File: config.mk
export PLATFORM = sky130hd
export DESIGN_NAME = interrupt_sequencer
export DESIGN_NICKNAME = d
export VERILOG_FILES = /design/src/rtl/interrupt_sequencer.sv
export SDC_FILE = /design/constraint.sdc
export NUM_CORES = 1
export LEC_CHECK = 0
export CAP_MARGIN = 10
export CORE_MARGIN = 2
export CORE_UTILIZATION = 30
export DETAILED_ROUTE_END_ITERATION = 8
export PLACE_DENSITY_LB_ADDON = 0.15
export SLEW_MARGIN = 10
export SYNTH_ARGS = -nofsm -noshare
export SYNTH_HDL_FRONTEND = slang
export SYNTH_SLANG_ARGS = --single-unit
File: constraint.sdc
create_clock -name i_clk -period 2.4 [get_ports i_clk]
set_clock_uncertainty 0.1 [all_clocks]
set_input_delay 0.36 -clock i_clk [delete_from_list [all_inputs] [get_ports i_clk]]
set_output_delay 0.36 -clock i_clk [all_outputs]
set_load 0.05 [all_outputs]
File: src/rtl/interrupt_sequencer.sv
// TCU step counter plus NMI/IRQ/reset entry sequencer for the CPU core.
// Optional: define INTERRUPT_SEQUENCER_NMI_HIJACK_EN to let an NMI hijack an IRQ/BRK entry.
module interrupt_sequencer #(
   parameter int unsigned TCU_WIDTH = 3,
   parameter int unsigned TCU_MAX   = 7
) (
   input  logic                 i_clk,
   input  logic                 i_reset,
   input  logic                 i_rdy,
   input  logic                 i_last_cycle,
   input  logic                 i_nmi_n,
   input  logic                 i_irq_n,
   input  logic                 i_flag_i,
   output logic [TCU_WIDTH-1:0] o_tcu,
   output logic                 o_sync,
   output logic                 o_interrupt,
   output logic [1:0]           o_vector_sel,
   output logic                 o_pc_hold,
   output logic                 o_b_flag,
   output logic                 o_write_inhibit
);

   typedef enum logic [0:0] {StRun, StEntry} seq_state_e;

   localparam logic [1:0] VecIrq   = 2'b00;
   localparam logic [1:0] VecNmi   = 2'b01;
   localparam logic [1:0] VecReset = 2'b10;

   seq_state_e           state_q, state_d;
   logic [TCU_WIDTH-1:0] tcu_q, tcu_d;
   logic [1:0]           vector_q, vector_d;
   logic                 reset_pending_q, reset_pending_d;
   logic                 nmi_pending_q, nmi_pending_d;
   logic                 nmi_prev_q;
   logic                 interrupt_q, interrupt_d;
   logic                 b_flag_q, b_flag_d;
   logic                 write_inhibit_q, write_inhibit_d;

   logic nmi_edge, irq_active, boundary, decision, take;
   logic reset_clr, nmi_clr, nmi_hijack, clr_step;

   always_comb begin
      nmi_edge   = nmi_prev_q & ~i_nmi_n;
      irq_active = ~i_irq_n & ~i_flag_i;
      boundary   = i_last_cycle || (tcu_q == TCU_WIDTH'(TCU_MAX));
      decision   = i_rdy && boundary;
      clr_step   = (state_q == StEntry) && i_rdy && (tcu_q == TCU_WIDTH'(1));
      reset_clr  = clr_step && (vector_q == VecReset);
      nmi_clr    = clr_step && (vector_q == VecNmi);
      nmi_hijack = 1'b0;
      // A source cleared in this same cycle must not re-trigger its own entry.
      take = (reset_pending_q & ~reset_clr) | (nmi_pending_q & ~nmi_clr) | irq_active;

      tcu_d           = tcu_q;
      state_d         = state_q;
      vector_d        = vector_q;
      reset_pending_d = reset_pending_q & ~reset_clr;

      if (i_rdy) begin
         tcu_d = boundary ? '0 : tcu_q + 1'b1;
      end

      if (decision) begin
         if (take) begin
            state_d = StEntry;
            if (reset_pending_q && !reset_clr) begin
               vector_d = VecReset;
            end else if (nmi_pending_q && !nmi_clr) begin
               vector_d = VecNmi;
            end else begin
               vector_d = VecIrq;
            end
         end else begin
            state_d  = StRun;
            vector_d = VecIrq;
         end
      end
`ifdef INTERRUPT_SEQUENCER_NMI_HIJACK_EN
      else if ((state_q == StEntry) && i_rdy && (vector_q == VecIrq) &&
               (tcu_q <= TCU_WIDTH'(4)) && (nmi_edge || nmi_pending_q)) begin
         vector_d   = VecNmi;
         nmi_hijack = 1'b1;
      end
`endif

      // A fresh edge outranks the service clear so it is not lost.
      if (nmi_hijack) begin
         nmi_pending_d = 1'b0;
      end else if (nmi_edge) begin
         nmi_pending_d = 1'b1;
      end else if (nmi_clr) begin
         nmi_pending_d = 1'b0;
      end else begin
         nmi_pending_d = nmi_pending_q;
      end

      interrupt_d     = (state_d == StEntry);
      b_flag_d        = (state_d == StRun);
      write_inhibit_d = (state_d == StEntry) && (vector_d == VecReset);
   end

   always_ff @(posedge i_clk) begin
      if (i_reset) begin
         state_q         <= StEntry;
         tcu_q           <= '0;
         vector_q        <= VecReset;
         reset_pending_q <= 1'b1;
         nmi_pending_q   <= 1'b0;
         nmi_prev_q      <= 1'b1;
         interrupt_q     <= 1'b1;
         b_flag_q        <= 1'b0;
         write_inhibit_q <= 1'b1;
      end else begin
         state_q         <= state_d;
         tcu_q           <= tcu_d;
         vector_q        <= vector_d;
         reset_pending_q <= reset_pending_d;
         nmi_pending_q   <= nmi_pending_d;
         nmi_prev_q      <= i_nmi_n;
         interrupt_q     <= interrupt_d;
         b_flag_q        <= b_flag_d;
         write_inhibit_q <= write_inhibit_d;
      end
   end

   assign o_tcu           = tcu_q;
   assign o_sync          = (tcu_q == '0);
   assign o_interrupt     = interrupt_q;
   assign o_vector_sel    = vector_q;
   assign o_pc_hold       = (state_q == StEntry) && (tcu_q <= TCU_WIDTH'(1));
   assign o_b_flag        = b_flag_q;
   assign o_write_inhibit = write_inhibit_q;

endmodule

# Word level (Yosys, flattened, before mapping)
# Cells that the tools add are included.
[classes]
n_shift = 0
bitwise = 12
div_mod_pow = 0
eq_ne = 5
n_mul = 0
add_sub_neg = 1
order_cmp = 1
n_mux = 9
reduce_logical = 14
[op_table]
columns = ["op", "count"]
rows = [
  ["logical AND 1 bit", 9],
  ["2-to-1 mux 2 bit", 3],
  ["inverter 1 bit", 6],
  ["2-to-1 mux 1 bit", 5],
  ["AND 1 bit", 4],
  ["equality test 2 bit (second input constant)", 2],
  ["adder 3 x 1 -> 3 bit (second input constant)", 1],
  ["equality test 3 x 1 -> 1 bit (second input constant)", 1],
  ["equality test 3 bit (second input constant)", 1],
  ["<= comparator 3 x 1 -> 1 bit (second input constant)", 1],
  ["zero test 3 bit", 1],
  ["2-to-1 mux 3 bit", 1],
  ["equality test 2 x 1 -> 1 bit (second input constant)", 1],
  ["zero test 1 bit", 2],
  ["bitwise OR 1 bit", 2],
  ["nonzero test 2 bit", 1],
  ["logical OR 1 bit", 1],
]
[totals]
n_memories = 0
register_bits = 11
latch_bits = 0
romBits = 0
mem_bits_rw = 0
output_inout_bits = 10

# Depth between registers and ports, before layout
# Gate-level depths: netlist of the first run.
[logic_depth]
depth_word = 11
ltp_mapped = 6
ltp_nobuf = 6

# Least setup slack after synthesis of the first run
# OpenSTA, ideal clock, no wires.
[synth_path]
path_kind = "register to output"
start = "register o_interrupt (netlist name)"
end = "output port o_pc_hold"
path_slack_ps = 52
arrival_time_ps = 1888
path_stages_with_launch = 2
required_ps = 1940
cell_sequence = "dfxtp_1 > nor3b_1"
[synth_rtl]
columns = ["element", "line_no", "rtl"]
rows = [
  ["end, declared", "18", "output logic o_pc_hold,"],
]

# Worst setup path in the final report of the first run
[layout_path]
start = "register tcu_q[1] (netlist: o_tcu[1])"
end = "output port o_sync"
[layout_via]
elab_chain_len = 1
[layout_lines]
columns = ["element", "line_no", "rtl"]
rows = [
  ["start, declared", "30", "logic [TCU_WIDTH-1:0] tcu_q, tcu_d;"],
  ["start signal, assigned", "115", "tcu_q <= tcu_d;"],
  ["zero test 3 bit", "127", "assign o_sync = (tcu_q == '0);"],
  ["end, declared", "15", "output logic o_sync,"],
]
# Every way passes these cells.

==> flow_summary.ini, run 1 <==
[die]
core_um2 = 1524
ios = 17
rows = 14
start_util_pct = 32.35
die_x_um = 44.54
dieHeight_um = 44.54
die_area_um2 = 1983

[cts]
path_clk_slew_ns = 0.07
cts_resized = 0
numCtsBuffers = 3
cts_tree = yes
post_cts_buffers = 0
clock_sinks = 11
clockBufferDepth = 2
postCtsHoldBufs = 0
clock_latency_ns = 0.26
htreeDepth = 1
cts-root-buf = clkbuf_4

[sta]
finalSetupViolCount = 0
period_share_pct = 91.47
fin_crit_ns = 2.195
tns_ns = 0
hold_violations = 0
timing.hold.ws_ns = 0.3577
rsz0062_at_grt = no
max_slew_margin_pct = 66.89
slew_violations = 0
worstMarginPinSlew_ns = 0.4951
fmaxAchievable_mhz = 455.5

[detailed_routing]
drt-total-wl_um = 990
drtIter0Drc = 7
remaining_drc_errors = 0
dr_total_vias = 407
viasPerCell = 4.904
wl_per_cell_um = 11.93
first_pass_iters = 5
ant_nets = 0

[setup_path]
crit_arrival_ns = 1.74
worstPathMaxFanout = 5
cp_num_buf_inv = 2
critPathSlowestCell = clkdlybuf4s50_1
cp_cell_sequence = inv_1 > ha_1 > nor2b_1 > clkdlybuf4s50_1
cpPeakStageDelay_ns = 0.80
crit_required_ns = 1.94
critical_path.top_delay_family = buffers and inverters
critPathKind = reg2out
endpoint_kind = output port
setup.worst_path.start_class = flop

[layout]
areaGrowthSynthToFinish_pct = 43.91
nets = 79
fin_util_pct = 46.55
drive_gt1_share_pct = 17.91
antenna_cells = 0
stdcell_area_um2 = 709.4
final_cells = 83

[placed_design]
placed_cells_incl_taps = 79
dpl_cell_area_um2 = 683.2
numPortBuffers = 16
place_congestion = 0.7055
dp_hpwl_um = 754.1

[global_route]
grt_util_all_layers_pct = 12.55
grt_max_degree = 7
grt_pass1_wl_um = 1794
grt-ovfl-total = 0
met1_usage_pct = 16.05
grt_pass1_vias = 415
use_met3_pct = 7.347
grt.busiest_layer = met2
grtUsageMet2_pct = 18.55
antenna_found_initial = 0

[synthesis]
ys_seq_elements = 11
async_flop_share_pct = 0
yosysMostFrequentCell = dfxtp_1
ys.flop_type = dfxtp_1
seq_area_frac_synth_pct = 44.67
yosys.area.top_type_share_pct = 44.67
ys_types = 25
yosysTopAreaCell = dfxtp_1
syn-num-nets = 57
yosys_warnings = 0
synthesis.area_um2 = 493.0
synthTopCellsByArea = dfxtp_1, ha_1, mux2i_1
synth_edf_count = 0
synth_top_cells_by_count = dfxtp_1, ha_1, inv_1, nor2_1
synthCells = 46
syn_area_per_cell_um2 = 10.72

[power]
p_leak_nw = 0.2797
powerDensity_nw_per_um2 = 578.7
vdd_drop_max_uv = 359.8

[worst_hold_path]
hold_class = reg2reg

[flow_run]
maxCapViolations = 0

[status]
outcome = complete, no violations
-- tightest hold or removal path, delay by kind of cell (launching register included) --
kind	cells	cell delay [ns]
and+or+nand+nor	1	0.06
DFF	1	0.30
AOI/OAI and AO/OA	1	0.06
-- layer usage --
| metal | vias to the layer above | wire (um) | share of wire (%) |
|---|---|---|---|
| met3 | 2 | 75 | 7.6 |
| li1 | 210 | - | - |
| met2 | 12 | 444 | 45 |
| met4 | 0 | 10 | 1.0 |
| met5 | - | 0 | 0 |
| met1 | 183 | 459 | 46 |
-- worst paths after layout --
check	from	to	slack, ns	depth (start not counted)
worst max-delay path	o_tcu[1]	o_sync	0.20	4
worst min-delay path	nmi_prev_q	nmi_pending_q	0.36	2
worst min register to register	nmi_prev_q	nmi_pending_q	0.36	2
worst max register to register	o_tcu[0]	o_vector_sel[1]	0.77	5
-- sequential cells by signal, indices dropped and copies added, names as in the netlist --
name             cells
o_vector_sel         2
o_b_flag             1
o_interrupt          1
reset_pending_q      1
nmi_pending_q        1
o_tcu                3
nmi_prev_q           1
o_write_inhibit      1
-- placed cells by master (no fill, tap or decap), types with 2 or more instances in the layout --
cell type / n
a21oi_1: 2
dfxtp_1: 11
mux2i_1: 2
ha_1: 4
inv_1: 3
nor2_1: 3
nand2b_1: 2
clkdlybuf4s50_1: 16
buf_4: 2
clkbuf_4: 3
or2_2: 2
-- final cells by class --
| type | instances | area [um2] |
|---|---|---|
| Fill cell | 148 | 814.5 |
| Inverter | 4 | 15.01 |
| Timing Repair Buffer | 18 | 175.2 |
| Sequential cell | 11 | 220.2 |
| Tap cell | 16 | 20.02 |
| Multi-Input combinational cell | 30 | 252.7 |
| Clock buffer | 4 | 26.28 |
-- power by group --
part	internal, W	switching (W)	total (W)
registers	0.000191	0.00000608	0.000197
clock network	0.0000643	0.0000595	0.000124
logic	0.0000385	0.0000515	0.0000899
-- cell families (layout without fill, tap and decap cells) --
| logic type | count (synthesis) | in the layout | synth area share, % |
|---|---|---|---|
| muxes | 2 | 2 | 4.061 |
| adders and majority gates | 4 | 4 | 10.15 |
| buffers and inverters | 5 | 26 | 4.059 |
| and+or+nand+nor | 12 | 12 | 14.72 |
| DFF | 11 | 11 | 44.67 |
| AOI/OAI and AO/OA | 11 | 11 | 20.56 |
| xor gates and xnor gates | 1 | 1 | 1.777 |
-- per-stage QoR --
step           setup slack, ns  total power (W)
6_report                0.2047        0.0004105
5_1_grt                0.06596        0.0004320
4_1_cts                 0.1884        0.0004169
3_5_place_dp            0.4757        0.0002916
3_3_place_gp            0.4835        0.0002918
2_1_floorplan          0.05244        0.0002572
Note: power is estimated with default switching activity, not from simulation.
==> run 2, diff against run 1 <==
--- a/config.mk
+++ b/config.mk
@@ -5,7 +5,6 @@
 export SDC_FILE = /design/constraint.sdc
 export NUM_CORES = 1
 export LEC_CHECK = 0
-export CAP_MARGIN = 10
 export CORE_MARGIN = 2
 export CORE_UTILIZATION = 30
 export DETAILED_ROUTE_END_ITERATION = 8
==> results of run 2 <==
Final layout, timing and power as in run 1 (identical DEF).
==> run 3, diff against run 2 <==
--- a/config.mk
+++ b/config.mk
@@ -5,8 +5,10 @@
 export SDC_FILE = /design/constraint.sdc
 export NUM_CORES = 1
 export LEC_CHECK = 0
+export CAP_MARGIN = 20
 export CORE_MARGIN = 2
 export CORE_UTILIZATION = 30
+export CTS_CLUSTER_SIZE = 25
 export DETAILED_ROUTE_END_ITERATION = 8
 export PLACE_DENSITY_LB_ADDON = 0.15
 export SLEW_MARGIN = 10
==> results of run 3 <==
Final layout, timing and power as in run 1 (identical DEF).
